**src/rtl/matrix_result_drain_pkg.sv**
```systemverilog
// Shared matrix constants used by matrix_mul and its result drain stage.
// The package keeps the historical name matrix_pkg so both blocks import it
// the same way.
package matrix_pkg;

   localparam int ROW       = 3;
   localparam int COL       = 3;
   localparam int NUM       = 3;
   localparam int MAT_ELEMS = ROW * COL;

   localparam int DEF_DATA_W = 8;
   localparam int ELEM_W     = 2 * DEF_DATA_W;

   // Row-major element index: k = COL*row + col.
   function automatic int elem_k(input int row, input int col);
      return (COL * row) + col;
   endfunction

endpackage

```
**src/rtl/matrix_result_drain_if.sv**
```systemverilog
// Capture and streaming signals of the result drain stage.
// "master" is the drain side (it sources the element stream),
// "slave" is the surrounding environment (producer strobe + consumer).
interface matrix_result_drain_if
   import matrix_pkg::*;
   #(parameter int DATA_W = DEF_DATA_W) ();

   logic [2*DATA_W*MAT_ELEMS-1:0] din_C;
   logic                          in_vld;
   logic [2*DATA_W-1:0]           dout;
   logic [3:0]                    dout_idx;
   logic                          dout_last;
   logic                          dout_vld;
   logic                          dout_rdy;
   logic                          ovf;
   logic                          ovf_clr;

   modport master (
      input  din_C, in_vld, dout_rdy, ovf_clr,
      output dout, dout_idx, dout_last, dout_vld, ovf
   );

   modport slave (
      output din_C, in_vld, dout_rdy, ovf_clr,
      input  dout, dout_idx, dout_last, dout_vld, ovf
   );

endinterface

```
**src/rtl/matrix_result_drain.sv**
```systemverilog
// Result drain for matrix_mul: a two-entry result buffer that absorbs a
// full 3x3 result while the previous one drains element by element
// (row-major) over valid/ready. matrix_mul cannot be stalled, so a result
// arriving with both entries occupied is dropped and flagged in ovf.
module matrix_result_drain
   import matrix_pkg::*;
   #(parameter int DATA_W = DEF_DATA_W) (
   input logic                  clk,
   input logic                  rst,
   matrix_result_drain_if.master bus
);

   localparam int EW = 2 * DATA_W;
   localparam int MW = EW * MAT_ELEMS;

   // Occupancy encodings (cnt_r doubles as the state register).
   localparam logic [1:0] ST_EMPTY = 2'd0;
   localparam logic [1:0] ST_ONE   = 2'd1;
   localparam logic [1:0] ST_FULL  = 2'd2;

   localparam logic [3:0] IDX_LAST = 4'd8;

   logic [MW-1:0] buf_r [2];
   logic          wr_ptr_r;
   logic          rd_ptr_r;
   logic [3:0]    idx_r;
   logic [1:0]    cnt_r;
   logic          ovf_r;

   logic          vld_s;
   logic          pop_s;
   logic          last_pop_s;
   logic          cap_s;
   logic          drop_s;
   logic [MW-1:0] cur_mat_s;

   // Handshake decode: a capture may reuse the entry freed by a same-cycle last-pop.
   always_comb begin
      vld_s      = (cnt_r != ST_EMPTY);
      pop_s      = vld_s & bus.dout_rdy;
      last_pop_s = pop_s & (idx_r == IDX_LAST);
      cap_s      = bus.in_vld & ((cnt_r != ST_FULL) | last_pop_s);
      drop_s     = bus.in_vld & ~cap_s;
   end

   // Result storage: write the incoming matrix into the entry at wr_ptr.
   always_ff @(posedge clk) begin
      if (rst) begin
         buf_r[0] <= '0;
         buf_r[1] <= '0;
      end else if (cap_s) begin
         buf_r[wr_ptr_r] <= bus.din_C;
      end else begin
         buf_r[wr_ptr_r] <= buf_r[wr_ptr_r];
      end
   end

   // Write pointer advances on every accepted capture.
   always_ff @(posedge clk) begin
      if (rst) begin
         wr_ptr_r <= 1'b0;
      end else if (cap_s) begin
         wr_ptr_r <= ~wr_ptr_r;
      end else begin
         wr_ptr_r <= wr_ptr_r;
      end
   end

   // Read side: element index walks 0..8, read pointer flips after element 8.
   always_ff @(posedge clk) begin
      if (rst) begin
         idx_r    <= 4'd0;
         rd_ptr_r <= 1'b0;
      end else if (last_pop_s) begin
         idx_r    <= 4'd0;
         rd_ptr_r <= ~rd_ptr_r;
      end else if (pop_s) begin
         idx_r    <= idx_r + 4'd1;
         rd_ptr_r <= rd_ptr_r;
      end else begin
         idx_r    <= idx_r;
         rd_ptr_r <= rd_ptr_r;
      end
   end

   // Occupancy: +1 on capture, -1 on last-pop, unchanged when both coincide.
   always_ff @(posedge clk) begin
      if (rst) begin
         cnt_r <= ST_EMPTY;
      end else begin
         case ({cap_s, last_pop_s})
            2'b10:   cnt_r <= cnt_r + 2'd1;
            2'b01:   cnt_r <= cnt_r - 2'd1;
            default: cnt_r <= cnt_r;
         endcase
      end
   end

   // Sticky overflow flag; a drop outranks a simultaneous clear.
   always_ff @(posedge clk) begin
      if (rst) begin
         ovf_r <= 1'b0;
      end else if (drop_s) begin
         ovf_r <= 1'b1;
      end else if (bus.ovf_clr) begin
         ovf_r <= 1'b0;
      end else begin
         ovf_r <= ovf_r;
      end
   end

   // Element select from the entry being drained; idx_r never exceeds 8.
   always_comb begin
      cur_mat_s = buf_r[rd_ptr_r];
   end

   assign bus.dout      = cur_mat_s[idx_r*EW +: EW];
   assign bus.dout_idx  = idx_r;
   assign bus.dout_vld  = vld_s;
   assign bus.dout_last = vld_s & (idx_r == IDX_LAST);
   assign bus.ovf       = ovf_r;

   // ST_ONE documents the middle occupancy level of cnt_r.
   localparam logic [1:0] ST_UNUSED_ONE = ST_ONE;

endmodule

```
**src/flat_wrapper.sv**
```systemverilog
// flat-port wrapper written by rule: the top's interface ports become plain ports
module matrix_result_drain_flat import matrix_pkg::*;
#(parameter int DATA_W = DEF_DATA_W)
  (clk, rst, bus_din_C, bus_in_vld, bus_dout_rdy, bus_ovf_clr, bus_dout, bus_dout_idx, bus_dout_last, bus_dout_vld, bus_ovf);
  matrix_result_drain_if #(.DATA_W(DATA_W)) bus_i ();
  input logic clk;
  input logic rst;
  input wire logic [$bits(bus_i.din_C)-1:0] bus_din_C;
  input wire logic [$bits(bus_i.in_vld)-1:0] bus_in_vld;
  input wire logic [$bits(bus_i.dout_rdy)-1:0] bus_dout_rdy;
  input wire logic [$bits(bus_i.ovf_clr)-1:0] bus_ovf_clr;
  output wire logic [$bits(bus_i.dout)-1:0] bus_dout;
  output wire logic [$bits(bus_i.dout_idx)-1:0] bus_dout_idx;
  output wire logic [$bits(bus_i.dout_last)-1:0] bus_dout_last;
  output wire logic [$bits(bus_i.dout_vld)-1:0] bus_dout_vld;
  output wire logic [$bits(bus_i.ovf)-1:0] bus_ovf;
  assign bus_i.din_C = bus_din_C;
  assign bus_i.in_vld = bus_in_vld;
  assign bus_i.dout_rdy = bus_dout_rdy;
  assign bus_i.ovf_clr = bus_ovf_clr;
  assign bus_dout = bus_i.dout;
  assign bus_dout_idx = bus_i.dout_idx;
  assign bus_dout_last = bus_i.dout_last;
  assign bus_dout_vld = bus_i.dout_vld;
  assign bus_ovf = bus_i.ovf;
  matrix_result_drain #(.DATA_W(DATA_W)) u_core (.clk(clk), .rst(rst), .bus(bus_i));
endmodule
```
**config.mk**
```make
export PLATFORM = sky130hd
export DESIGN_NAME = matrix_result_drain_flat
export DESIGN_NICKNAME = d
export VERILOG_FILES = /design/src/rtl/matrix_result_drain_pkg.sv /design/src/rtl/matrix_result_drain_if.sv /design/src/rtl/matrix_result_drain.sv /design/src/flat_wrapper.sv
export SDC_FILE = /design/constraint.sdc
export NUM_CORES = 1
export LEC_CHECK = 0
export ABC_AREA = 1
export BUFFER_PORTS_ARGS = -buffer_cell sky130_fd_sc_hd__buf_2
export CORE_ASPECT_RATIO = 1.2
export CORE_MARGIN = 3
export CORE_UTILIZATION = 30
export DETAILED_ROUTE_END_ITERATION = 12
export SYNTH_ARGS = -nofsm -noshare
export SYNTH_HDL_FRONTEND = slang
export SYNTH_SLANG_ARGS = --single-unit
```
**constraint.sdc**
```tcl
create_clock -name clk -period 5.95 [get_ports clk]
set_input_delay 0.2975 -clock clk [delete_from_list [all_inputs] [get_ports clk]]
set_output_delay 0.2975 -clock clk [all_outputs]
set_load 0.01 [all_outputs]
```
==> results.tsv <==
metric	value	unit
gp_congestion	0.8103	
viasPerCell	4.319	
slew_headroom	26.60	%
routed_wl	41.51	mm
synth-async-reset-ratio	0	%
grt_pass1_wl	63.36	mm
tightest_slew	1.101	ns
grt_max_degree	90	
start_util	30.61	%
ant_nets	0	
detail_route.wl_per_cell	16.54	um
fin_crit_sh	64.79	%
ys_ff_latch	298	
maxCapViolations	0	
cts_made_buffers	28	
arrival	3.56	ns
postCtsSetupBuffers	0	
cp_common_cell	nand2_1	
post_dp_cell_area	0.01680	mm2
rsz0062_at_grt	false	
drc	0	
first_pass_iters	5	
synth.most_common_cell	nand2_1	
grt_usage	15.05	%
clock-sinks	298	
synth.avg_cell_area	9.342	um2
timing.final.ws_setup	2.095	ns
slowest_delay	0.76	ns
hold_path_class	in2reg	
synth_area_leaders	edfxtp_1 56%, nand2_1 9.5%, nor2_4 8.8%	
synthToLayoutAreaGrowth	14.58	%
dp_hpwl	27.66	mm
layout-drive-gt1-share	20.52	%
yosysWarnings	0	
ctsHtreeMaxLevel	1	
fin_tns_setup	0	ns
io_buffers	171	
cp-start-kind	flop	
vias	10840	
path_clk_slew	0.07	ns
tritoncts	built	
fin_crit	3.855	ns
grt_pass1_vias	10930	
fin_nets	1948	
cp-end-kind	primary output	
synth.top_cell.area_share	55.63	%
synth_common_cells	394 x nand2_1, 318 x inv_1, 288 x edfxtp_1, 234 x nor2_1, 150 x nand3_1	
path_max_fanout	89	
setup_viol	0	
cts_buffer_depth	3	
insertion_delay	0.57	ns
path_class	reg2out	
synth_seq_area_share	56.92	%
synth_top_cell_by_area	edfxtp_1	
io_pins	172	
vdd_drop_max	0.0002023	V
syn-cell-area	0.01554	mm2
crit_path_top_delay_cell	buf_4	
cp_data_required_time	5.65	ns
nFillCells	5164	
rows	90	
p_per_area	279.5	mW/mm2
first_iter_violations	764	
yosysUniqueCellTypes	28	
holdWs	0.04619	ns
dp_slack	2.184	ns
grt_overflow	0	
die_w	213.8	um
synthFlopType	edfxtp_1	
crit_family	buffers and inverters	
clock-root-buffer	clkbuf_16	
path_cells	buf_4 -> buf_4 -> nand2_1 -> nand3_1 -> nand3_1 -> nand3_1 -> nand2_1 -> nand2_1 -> nand2_1 -> buf_2	
status	finished clean	
core-area	0.05079	mm2
design_area	0.01781	mm2
max_freq	259.4	MHz
die_y	255.4	um
power.leakage	0.008019	uW
synth-edff-count	288	
fin_skew	0.03415	ns
syn_inst	1664	
cts_resized	0	
grt_antenna_before_repair	1	
final_hold_viol_count	0	
final_max_slew_viol_count	0	
synthesis.nets	1816	
critPathBufInv	3	
dieArea	0.05460	mm2
-- metrics by stage --
stage,utilization [%],total power (uW),std cells
floorplan,-,2935,1664
global placement,33.08,3116,2454
detailed placement,33.08,3128,2454
CTS,35.07,5017,2508
global route,35.07,5152,2508
finish,35.07,4978,2509
-- final cells by class --
type                    count  area [um2]  share of cell area [%]
diodes                      1       2.502                 0.01405
clock buffers              44       860.8                   4.833
clock inverters             8       128.9                  0.7235
inverters                 320        1209                   6.786
multi-input cells         958        4866                   27.32
flip-flops and latches    298        8853                   49.70
well taps                 690       863.3                   4.847
repair buffers            190        1028                   5.774
-- kinds of logic (layout without fill, tap and decap cells) --
group	count (synthesis)	in the layout	synth area share (%)
AOI/OAI and AO/OA	40	40	1.384
DFF	298	298	56.92
buffers and inverters	408	562	11.96
and+or+nand+nor	914	914	29.43
xor gates and xnor gates	1	1	0.05635
other	0	1	0
adders and majority gates	3	3	0.2415
-- registers in the layout, indices dropped and copies added (netlist names), named ones only --
name / flops
u_core.buf_r: 288
u_core.bus.dout_idx: 4
u_core.bus.ovf: 1
u_core.cnt_r: 2
u_core.rd_ptr_r: 1
u_core.wr_ptr_r: 1
-- timing repair --
action | in CTS | in global routing
hold buffers | 2 | 0
setup endpoints to repair | 0 | 0
hold endpoints to repair | 4 | 0
-- tightest hold or removal path: cells and delay by family --
family	cells	cell delay (ns)
buffers and inverters	2	0.12
and+or+nand+nor	1	0.09
-- power breakdown --
group	switching [uW]	internal, uW	leakage (uW)
sequential	36.7	2460	0.00310
clock	780	1120	0.000485
combinational	410	168	0.00444
total	1230	3750	0.00802
-- cell usage in the layout, fill, tap and decap left out, drive strengths merged --
cell         synthesis  routed
edfxtp             288     288
dlygate4sd3          0       2
clkinvlp             0       1
a21oi                6       6
inv                319     319
o21ai               28      28
bufinv               0       3
nor3                 3       3
xor2                 1       1
diode                0       1
clkbuf              27      44
o211ai               6       6
dfxtp               10      10
ha                   3       3
nand4                2       2
and3                 1       1
nand2              397     397
buf                 61     188
clkinv               1       5
or2                  2       2
nand3              151     151
nor2               358     358
-- per-layer routing --
metal | routed length [um] | GRT usage, % | part of all wire [%] | up-vias
met5 | 0 | 0 | 0 | -
met4 | 1581 | 5.840 | 3.8 | 0
met3 | 1781 | 1.730 | 4.3 | 58
met2 | 19960 | 24.98 | 48 | 260
met1 | 18190 | 20.07 | 44 | 5118
li1 | - | - | - | 5400
-- worst paths after layout --
check	from	end	slack (ns)	cells past startpoint
max reg2reg	u_core.bus.dout_idx[1]	u_core.buf_r[0][40]	2.16	11
min reg2reg	u_core.bus.dout_idx[3]	u_core.bus.dout_idx[3]	0.50	2
max	flop	bus_dout[6]	2.10	10
min	bus_din_C[114]	u_core.buf_r[1][114]	0.05	3
Power figures use the tool's default switching activity.
